## src/rtl/llc_set_buf_fill_pkg.sv

```systemverilog
// Shared LLC set-buffer types: set/way/tag/state widths, state encodings
// and the fill FSM state enum.
package llc_set_buf_fill_pkg;
  localparam int LLC_WAYS  = 16;
  localparam int LLC_SET_W = 10;
  localparam int LLC_TAG_W = 20;

  typedef logic [LLC_SET_W-1:0]        llc_set_t;
  typedef logic [$clog2(LLC_WAYS)-1:0] llc_way_t;
  typedef logic [LLC_TAG_W-1:0]        llc_tag_t;
  typedef logic [1:0]                  llc_state_t;

  localparam llc_state_t LLC_ST_INVALID = 2'd0;
  localparam llc_state_t LLC_ST_VALID   = 2'd1;
  localparam llc_state_t LLC_ST_SHARED  = 2'd2;
  localparam llc_state_t LLC_ST_DIRTY   = 2'd3;

  typedef enum logic [1:0] {
    FILL_IDLE  = 2'd0,
    FILL_READ  = 2'd1,
    FILL_DRAIN = 2'd2,
    FILL_DONE  = 2'd3
  } llc_set_buf_fill_state_t;
endpackage

```

## src/rtl/llc_set_buf_fill_if.sv

```systemverilog
// Set-request handshake plus tag/state and eviction-pointer memory read bus.
// slave = the fill block, master = front-end / memory side.
interface llc_set_buf_fill_if;
  import llc_set_buf_fill_pkg::*;

  logic       set_valid;
  logic       set_ready;
  llc_set_t   set_in;
  logic       mem_rd_en;
  llc_set_t   mem_rd_set;
  llc_way_t   mem_rd_way;
  llc_tag_t   mem_rd_tag;
  llc_state_t mem_rd_state;
  logic       evict_rd_en;
  llc_way_t   evict_rd_data;

  modport slave (
    input  set_valid, set_in, mem_rd_tag, mem_rd_state, evict_rd_data,
    output set_ready, mem_rd_en, mem_rd_set, mem_rd_way, evict_rd_en
  );

  modport master (
    output set_valid, set_in, mem_rd_tag, mem_rd_state, evict_rd_data,
    input  set_ready, mem_rd_en, mem_rd_set, mem_rd_way, evict_rd_en
  );
endinterface

```

## src/rtl/llc_rd_delay.sv

```systemverilog
// RD_LATENCY-deep shift register of {valid, way}, aligning each read issue
// with its returning memory data. Async active-low clear drops in-flight reads.
module llc_rd_delay #(
  parameter int RD_LATENCY = 1,
  parameter int WW         = 4
) (
  input  logic          clk,
  input  logic          rst,
  input  logic          i_vld,
  input  logic [WW-1:0] i_way,
  output logic          o_vld,
  output logic [WW-1:0] o_way
);
  logic [RD_LATENCY:1]         vld_pipe;
  logic [RD_LATENCY:1][WW-1:0] way_pipe;

  // shift issue tags one stage per cycle
  always_ff @(posedge clk or negedge rst) begin
    if (!rst) begin
      vld_pipe <= '0;
      way_pipe <= '0;
    end else begin
      vld_pipe[1] <= i_vld;
      way_pipe[1] <= i_way;
      for (int s = 2; s <= RD_LATENCY; s++) begin
        vld_pipe[s] <= vld_pipe[s-1];
        way_pipe[s] <= way_pipe[s-1];
      end
    end
  end

  assign o_vld = vld_pipe[RD_LATENCY];
  assign o_way = way_pipe[RD_LATENCY];
endmodule

```

## src/rtl/llc_set_buf_fill.sv

```systemverilog
// Per-set tag/state/evict-pointer buffer fill for the LLC way-lookup stage.
// Reads every way of an accepted set (one per cycle) plus the eviction
// pointer, buffers the results and pulses lookup_en when complete.
// Optional: LLC_SET_BUF_BYPASS_EN re-serves a still-valid buffer for a
// repeated set without touching memory.
module llc_set_buf_fill
  import llc_set_buf_fill_pkg::*;
#(
  parameter int WAYS       = LLC_WAYS,
  parameter int RD_LATENCY = 1
) (
  input  logic                        clk,
  input  logic                        rst,
  llc_set_buf_fill_if.slave           bus,
  input  logic                        upd_en,
  input  llc_way_t                    upd_way,
  input  llc_tag_t                    upd_tag,
  input  llc_state_t                  upd_state,
  input  logic                        evict_upd_en,
  input  llc_way_t                    evict_upd_val,
  output llc_tag_t   [WAYS-1:0]       tags_buf,
  output llc_state_t [WAYS-1:0]       states_buf,
  output llc_way_t                    evict_ways_buf,
  output llc_set_t                    buf_set,
  output logic                        buf_valid,
  output logic                        lookup_en
);
  localparam int             WW         = $clog2(WAYS);
  localparam logic [WW-1:0]  LAST_WAY   = WW'(WAYS - 1);
  localparam logic [2:0]     DRAIN_INIT = 3'(RD_LATENCY - 1);

  llc_set_buf_fill_state_t r_state;
  logic [WW-1:0]           r_cnt;
  logic [2:0]              r_drain;
  llc_set_t                r_buf_set;
  logic                    r_buf_valid;
  llc_tag_t   [WAYS-1:0]   r_tags;
  llc_state_t [WAYS-1:0]   r_states;
  llc_way_t                r_evict;
  logic       [WAYS-1:0]   r_mask;
  logic                    r_evict_upd;

  logic          w_accept, w_hit, w_fill_start, w_rd_en;
  logic          w_upd_live, w_upd, w_eupd;
  logic          w_cap_vld;
  logic [WW-1:0] w_cap_way, w_upd_idx;

  assign w_accept = (r_state == FILL_IDLE) && bus.set_valid;
`ifdef LLC_SET_BUF_BYPASS_EN
  assign w_hit = r_buf_valid && (bus.set_in == r_buf_set);
`else
  assign w_hit = 1'b0;
`endif
  assign w_fill_start = w_accept && !w_hit;
  assign w_rd_en      = (r_state == FILL_READ);

  // Updates belong to the set held (or being loaded); an empty idle buffer ignores them.
  assign w_upd_live = (r_state != FILL_IDLE) || r_buf_valid;
  assign w_upd      = upd_en && w_upd_live;
  assign w_eupd     = evict_upd_en && w_upd_live;
  assign w_upd_idx  = upd_way[WW-1:0];

  llc_rd_delay #(.RD_LATENCY(RD_LATENCY), .WW(WW)) u_rd_delay (
    .clk   (clk),
    .rst   (rst),
    .i_vld (w_rd_en),
    .i_way (r_cnt),
    .o_vld (w_cap_vld),
    .o_way (w_cap_way)
  );

  // Fill FSM: accept, issue one way per cycle, drain the read latency, announce
  always_ff @(posedge clk or negedge rst) begin
    if (!rst) begin
      r_state     <= FILL_IDLE;
      r_cnt       <= '0;
      r_drain     <= '0;
      r_buf_set   <= '0;
      r_buf_valid <= 1'b0;
    end else begin
      case (r_state)
        FILL_IDLE: begin
          if (w_accept) begin
            r_buf_set <= bus.set_in;
            if (w_hit) begin
              r_state <= FILL_DONE;
            end else begin
              r_state     <= FILL_READ;
              r_cnt       <= '0;
              r_buf_valid <= 1'b0;
            end
          end
        end
        FILL_READ: begin
          // counter wraps to 0 after the last way; that wrap value is never issued
          r_cnt <= r_cnt + WW'(1);
          if (r_cnt == LAST_WAY) begin
            r_state <= FILL_DRAIN;
            r_drain <= DRAIN_INIT;
          end
        end
        FILL_DRAIN: begin
          if (r_drain == 3'd0) r_state <= FILL_DONE;
          else                 r_drain <= r_drain - 3'd1;
        end
        FILL_DONE: begin
          r_buf_valid <= 1'b1;
          r_state     <= FILL_IDLE;
        end
        default: r_state <= FILL_IDLE;
      endcase
    end
  end

  // Buffer capture; downstream updates are written last so they win over
  // a same-cycle capture, and the mask blocks later captures of that way.
  always_ff @(posedge clk or negedge rst) begin
    if (!rst) begin
      r_tags      <= '0;
      r_states    <= '0;
      r_evict     <= '0;
      r_mask      <= '0;
      r_evict_upd <= 1'b0;
    end else begin
      if (w_fill_start) begin
        r_mask      <= '0;
        r_evict_upd <= 1'b0;
      end
      if (w_cap_vld && !r_mask[w_cap_way]) begin
        r_tags[w_cap_way]   <= bus.mem_rd_tag;
        r_states[w_cap_way] <= bus.mem_rd_state;
      end
      // way 0 is the first issue, the same cycle the pointer read went out
      if (w_cap_vld && (w_cap_way == '0) && !r_evict_upd)
        r_evict <= bus.evict_rd_data;
      if (w_upd) begin
        r_tags[w_upd_idx]   <= upd_tag;
        r_states[w_upd_idx] <= upd_state;
        if (!w_fill_start) r_mask[w_upd_idx] <= 1'b1;
      end
      if (w_eupd) begin
        r_evict <= evict_upd_val;
        if (!w_fill_start) r_evict_upd <= 1'b1;
      end
    end
  end

  // Strobes and status decode straight from the state register
  assign bus.set_ready   = (r_state == FILL_IDLE);
  assign bus.mem_rd_en   = w_rd_en;
  assign bus.mem_rd_set  = r_buf_set;
  assign bus.mem_rd_way  = llc_way_t'(r_cnt);
  assign bus.evict_rd_en = w_rd_en && (r_cnt == '0);
  assign lookup_en       = (r_state == FILL_DONE);

  assign tags_buf       = r_tags;
  assign states_buf     = r_states;
  assign evict_ways_buf = r_evict;
  assign buf_set        = r_buf_set;
  assign buf_valid      = r_buf_valid;
endmodule
```

## src/flat_wrapper.sv

```systemverilog
// flat-port wrapper written by rule: the top's interface ports become plain ports
module llc_set_buf_fill_flat import llc_set_buf_fill_pkg::*;
#(
  parameter int WAYS       = LLC_WAYS,
  parameter int RD_LATENCY = 1
)
  (clk, rst, upd_en, upd_way, upd_tag, upd_state, evict_upd_en, evict_upd_val, tags_buf, states_buf, evict_ways_buf, buf_set, buf_valid, lookup_en, bus_set_valid, bus_set_in, bus_mem_rd_tag, bus_mem_rd_state, bus_evict_rd_data, bus_set_ready, bus_mem_rd_en, bus_mem_rd_set, bus_mem_rd_way, bus_evict_rd_en);
  llc_set_buf_fill_if bus_i ();
  input  logic clk;
  input  logic rst;
  input  logic upd_en;
  input  llc_way_t upd_way;
  input  llc_tag_t upd_tag;
  input  llc_state_t upd_state;
  input  logic evict_upd_en;
  input  llc_way_t evict_upd_val;
  output llc_tag_t   [WAYS-1:0] tags_buf;
  output llc_state_t [WAYS-1:0] states_buf;
  output llc_way_t evict_ways_buf;
  output llc_set_t buf_set;
  output logic buf_valid;
  output logic lookup_en;
  input wire logic [$bits(bus_i.set_valid)-1:0] bus_set_valid;
  input wire logic [$bits(bus_i.set_in)-1:0] bus_set_in;
  input wire logic [$bits(bus_i.mem_rd_tag)-1:0] bus_mem_rd_tag;
  input wire logic [$bits(bus_i.mem_rd_state)-1:0] bus_mem_rd_state;
  input wire logic [$bits(bus_i.evict_rd_data)-1:0] bus_evict_rd_data;
  output wire logic [$bits(bus_i.set_ready)-1:0] bus_set_ready;
  output wire logic [$bits(bus_i.mem_rd_en)-1:0] bus_mem_rd_en;
  output wire logic [$bits(bus_i.mem_rd_set)-1:0] bus_mem_rd_set;
  output wire logic [$bits(bus_i.mem_rd_way)-1:0] bus_mem_rd_way;
  output wire logic [$bits(bus_i.evict_rd_en)-1:0] bus_evict_rd_en;
  assign bus_i.set_valid = bus_set_valid;
  assign bus_i.set_in = bus_set_in;
  assign bus_i.mem_rd_tag = bus_mem_rd_tag;
  assign bus_i.mem_rd_state = bus_mem_rd_state;
  assign bus_i.evict_rd_data = bus_evict_rd_data;
  assign bus_set_ready = bus_i.set_ready;
  assign bus_mem_rd_en = bus_i.mem_rd_en;
  assign bus_mem_rd_set = bus_i.mem_rd_set;
  assign bus_mem_rd_way = bus_i.mem_rd_way;
  assign bus_evict_rd_en = bus_i.evict_rd_en;
  llc_set_buf_fill #(.WAYS(WAYS), .RD_LATENCY(RD_LATENCY)) u_core (.clk(clk), .rst(rst), .bus(bus_i), .upd_en(upd_en), .upd_way(upd_way), .upd_tag(upd_tag), .upd_state(upd_state), .evict_upd_en(evict_upd_en), .evict_upd_val(evict_upd_val), .tags_buf(tags_buf), .states_buf(states_buf), .evict_ways_buf(evict_ways_buf), .buf_set(buf_set), .buf_valid(buf_valid), .lookup_en(lookup_en));
endmodule
```

## config.mk

```make
export PLATFORM = sky130hd
export DESIGN_NAME = llc_set_buf_fill_flat
export DESIGN_NICKNAME = d
export VERILOG_FILES = /design/src/rtl/llc_set_buf_fill_pkg.sv /design/src/rtl/llc_set_buf_fill_if.sv /design/src/rtl/llc_rd_delay.sv /design/src/rtl/llc_set_buf_fill.sv /design/src/flat_wrapper.sv
export SDC_FILE = /design/constraint.sdc
export NUM_CORES = 1
export LEC_CHECK = 0
export CAP_MARGIN = 5
export CORE_UTILIZATION = 23
export CTS_CLUSTER_DIAMETER = 40
export DETAILED_ROUTE_END_ITERATION = 8
export GPL_ROUTABILITY_DRIVEN = 0
export PLACE_DENSITY = 0.44
export SLEW_MARGIN = 40
export SYNTH_ARGS = -nofsm -noshare
export SYNTH_HDL_FRONTEND = slang
export SYNTH_HIERARCHICAL = 1
export SYNTH_SLANG_ARGS = --single-unit
```

## constraint.sdc

```tcl
create_clock -name clk -period 4.05 [get_ports clk]
set_input_delay 0.81 -clock clk [delete_from_list [all_inputs] [get_ports clk]]
set_output_delay 0.81 -clock clk [all_outputs]
set_load 0.005 [all_outputs]
```

# --- Word level (Yosys, flattened, before mapping) ---
# Cells that the tools add are included.
op_classes:
  n_reduce_logical: 26
  add_sub_neg: 2
  order_cmp: 4
  bitwise_logic: 1
  mux: 39
  n_eq_ne: 8
op_table:
  columns: ["cell", "n"]
  rows:
  - ["$bwmux 320", 2]
  - ["$mux 320", 2]
  - ["$demux 20 s4", 2]
  - ["$bwmux 32", 2]
  - ["$mux 32", 2]
  - ["$mux 16", 3]
  - ["$mux 20", 2]
  - ["$demux 2 s4", 2]
  - ["$or 16x16->16", 1]
  - ["$mux 4", 3]
  - ["$lt 4x5->1 const B", 2]
  - ["$mux 2", 5]
  - ["$reduce_bool 2->1", 5]
  - ["$logic_and 1x1->1", 9]
  - ["$ge 4x1->1 const B", 2]
  - ["$logic_not 4->1", 2]
  - ["$pmux 2 s4", 1]
  - ["$pmux 4 s2", 1]
  - ["$mux 1", 6]
  - ["$mux 3", 2]
  - ["$ne 2x1->1 const B", 3]
  - ["$pmux 3 s2", 1]
  - ["$reduce_and 2->1", 3]
  - ["$reduce_and 3->1", 2]
  - ["13 further kinds", 15]
totals:
  input_bits: 71
  regBits: 398
  out_inout_bits: 385
  word_cells: 122

# --- Longest topological paths before layout ---
logic_depth:
  ltp_word: 8
  mapped_depth: 9
  depth_no_buf: 6

# --- Cells and area by module ---
# Netlist, hierarchy kept.
modules_own_cells:
  columns: ["module", "area_each_um2", "seq_area_each_um2", "n_inst", "cells_each"]
  rows:
  - ["llc_set_buf_fill", 18551.5, 9834.4, 1, 2248]
  - ["llc_rd_delay", 125.1, 125.1, 1, 5]

# --- Least setup slack after synthesis ---
# OpenSTA, ideal clock, no wires.
synth_timing:
  path_kind: "register to output"
  start: "register u_core.r_state[1]"
  end: "output port bus_evict_rd_en"
  t_required_ns: 3.240
  path_buffers: 1
  stages_incl_launch_ff: 6
  arrival_ns: 1.419
  path_slack_ns: 1.821
  path_cell_list: "dfrtp_1 inv_1 ha_1 clkbuf_1 inv_1 nor4b_1"
synth_between:
  elab_chain_len: 2
synth_rtl:
  columns: ["item", "line_no", "text"]
  rows:
  - ["start, declared", "llc_set_buf_fill.sv:32", "llc_set_buf_fill_state_t r_state;"]
  - ["start signal, assigned", "llc_set_buf_fill.sv:75", "r_state <= FILL_IDLE;"]
  - ["start signal, assigned", "llc_set_buf_fill.sv:86", "r_state <= FILL_DONE;"]
  - ["start signal, assigned", "llc_set_buf_fill.sv:88", "r_state <= FILL_READ;"]
  - ["$eq 2x1->1", "llc_set_buf_fill.sv:55", "assign w_rd_en = (r_state == FILL_READ);"]
  - ["via bus_mem_rd_en", "flat_wrapper.sv:29", "output wire logic [$bits(bus_i.mem_rd_en)-1:0] bus_mem_rd_en;"]
  - ["$logic_and 1x1->1", "llc_set_buf_fill.sv:153", "assign bus.evict_rd_en = w_rd_en && (r_cnt == '0);"]
  - ["end, declared", "flat_wrapper.sv:32", "output wire logic [$bits(bus_i.evict_rd_en)-1:0] bus_evict_rd_en;"]
# The timed path passes the listed nets, and every way through them passes these cells.

# --- Final worst setup path ---
layout_timing:
  start: "register u_core.r_state[1]"
  end: "output port bus_evict_rd_en"
layout_between:
  elab_chain_len: 2
layout_rtl:
  columns: ["item", "line_no"]
  rows:
  - ["$eq 2x1->1", "llc_set_buf_fill.sv:55"]
  - ["$logic_and 1x1->1", "llc_set_buf_fill.sv:153"]
# No other way between the ends.

==> run metrics <==
outcome=finished clean; Die ar.=82300 um^2; Setup crit start kind=register; first-pass GRT wire length=122000 um; slew margin rel.=0.431; initial antenna violation count=0; post-CTS repair timing setup buffer count=0; register area share after synthesis=0.533; num ports=456; fillcell total=8205; Clock Sinks=398; fmax=0.288 GHz; Worst Path Class, Setup=reg -> out; post-synthesis register bit count=398; buffers added on ports=455; worst setup path end=bus_evict_rd_en; DRT Pass-1 Iters=6; r2r worst-path depth=7; pwr/cell area=822 nW/um^2; count leader, synth=nand2_1; critical path arrival=2.66 ns; total wire length=84500 um; Skew-Pair Late Insertion Delay=0.63 ns; grt ovf=0; mapped cell area=between 15000 and 20000 um^2; Non-Filler Instances=3732; placed cells=3560; met2 wire len=41700 um; first-iteration detailed-routing DRC count=1288; Row Count=roughly 100; cells after synthesis=roughly 2300; RR Endpoint=u_core/states_buf[21]; detailed-route wire length per cell=roughly 23 um; # nets final=between 2000 and 3000; DRC=0; Slew @ Worst Pin=0.850 ns; vias in the first global route=17400; TritonCTS clock tree=yes; Area contributors post-synth=dfrtp_1, nand2_1, a31oi_1; CTS root buffer=clkbuf_16; warnings from Yosys=6; uppermost layer routed=met4; DP HPWL=57900 um; WL met1=approximately 35000 um; area leader, netlist=dfrtp_1; number of gates resized after CTS=0; commonest cells in the netlist=nand2_1, dfrtp_1, nor2_1, a31oi_1, clkbuf_1; routed length on met3=~5400 um; Leak=11.7 nW; crit path launch=u_core/r_state[1]; Synth Flop Type=dfrtp_1; asr flop ratio synth=1.00; RSZ-0062 raised after global routing=no; Worst Path Max Fanout=12; Final ANT Viol Nets=0; max_cap viols=0; layout cell share with drive strength beyond 1=0.110; share of the synthesized area in the top cell type=0.533; Fin Setup TNS=0 ns; die height=287 um; largest net degree at the start of global routing=just over 90; Hold Buf Count CTS=0; Synth cell types=49; Register Area=9960 um^2; H-Tree Depth=3; CTS max path bufs=3; reg-to-reg setup timing slack=1.17 ns; Peak VDD IR=379 uV; Final Setup Violations=0; Crit. End Element=output port; worst r2r src=u_core/r_state[0]; Slew Viols, Final=0; CTS Buf Count=92; Clock transition at path regs=roughly 0.050 ns; Mean Syn Cell Area=8.29 um^2; area added between synthesis and finish=44.3%; Vias=roughly 18000; CORE AREA=80400 um^2; vias per cell=4.78; EDFF count, synth=0; area occupied by multi-input gates=7520 um^2; Syn Nets=approximately 2300; hold crit path type=in -> async; starting density of the core=0.232; final hold vios=0; GRT Util Overall=0.201; fin crit period=3.47 ns; chip width=~290 um; fin crit share=0.858; Critical Path RT=approximately 3.2 ns; Setup Skew=0.0194 ns
## worst min-delay path by stage
stage	slack, ns	end	from	depth (start not counted)
after floorplan	0.45	u_core/u_rd_delay/o_way[1]	u_core/bus.mem_rd_way[1]	0
after global placement	0.46	u_core/r_drain[0]	u_core/r_drain[0]	1
after detailed placement	0.48	u_core/r_drain[0]	u_core/r_drain[0]	1
after CTS	0.24	u_core/tags_buf[266]	rst	1
after global routing	0.06	u_core/tags_buf[268]	rst	1
final	0.06	u_core/tags_buf[268]	rst	1
## state kept, by name, summed over array words and instances (netlist names), 2 cells and up
register	count
u_core/bus.mem_rd_way	4
u_core/evict_ways_buf	4
u_core/buf_set	10
u_core/u_rd_delay/o_way	4
u_core/r_state	2
u_core/r_mask	16
u_core/tags_buf	320
u_core/states_buf	32
u_core/r_drain	3
## cell families (layout without fill, tap and decap cells)
kind of cell    after synthesis  count (layout)  share of synthesized area
flops                       398             398                      0.533
other cells                   0               2                          0
fa+ha+maj                     8               8                    0.00536
simple gates               1140            1140                      0.246
mux                          18              18                     0.0104
buf+inv                     277             694                     0.0683
compound gates              411             411                      0.136
xor+xnor                      1               1                   0.000469
## report_power, final
part	switching, mW	total (mW)	internal, mW	leakage [nW]
sequential	1.47	7.26	5.78	4.39
clock	2.54	7.84	5.30	1.56
combinational	2.95	7.07	4.12	5.79
total	6.96	22.2	15.2	11.7
## area by class of cell
class                           count  share of cell area
Inverter                           24             0.00334
Tap cell                         1060              0.0492
Multi-Input combinational cell   1578               0.279
Timing Repair Buffer              501               0.178
Sequential cell                   398               0.370
Clock inverter                     56              0.0292
Clock buffer                      113              0.0917
Antenna cell                        2            0.000186
## placed cells by master, fill, tap and decap left out, drive strengths merged, types with 22 or more instances in the layout
cell type,netlist,routed
nor2,359,359
clkbuf,132,114
a31oi,330,330
inv,24,29
clkdlybuf4s50,0,413
clkinv,0,23
or3,22,22
nand2,691,691
dfrtp,398,398
a21oi,54,54
buf,121,87
## metrics by stage
step           setup slack (ns)   util  instance area, um^2  power (mW)  hold WS [ns]
6_report                  0.576  0.335                27000        22.2        0.0598
5_1_grt                   0.348  0.335                26900        23.3        0.0636
4_1_cts                   0.484  0.335                26900        22.4         0.237
3_5_place_dp              0.926  0.294                23700        14.4         0.478
3_3_place_gp              0.984  0.296                23800        14.3         0.464
2_1_floorplan              1.82      -                18700        9.38         0.448
## critical path: stages (launching register included)
cell	delay, ns
dfrtp_1	0.40
inv_1	0.08
ha_1	0.43
inv_1	0.22
nor4b_1	0.35
clkdlybuf4s50_1	0.57
## routing by layer
layer  vias to the layer above  GRT usage
li1                       8177          -
met1                      8821      0.253
met5                         -          0
met3                       128     0.0400
met4                         0     0.0690
met2                       712      0.341
No activity file was read; power rests on OpenSTA's default activity.
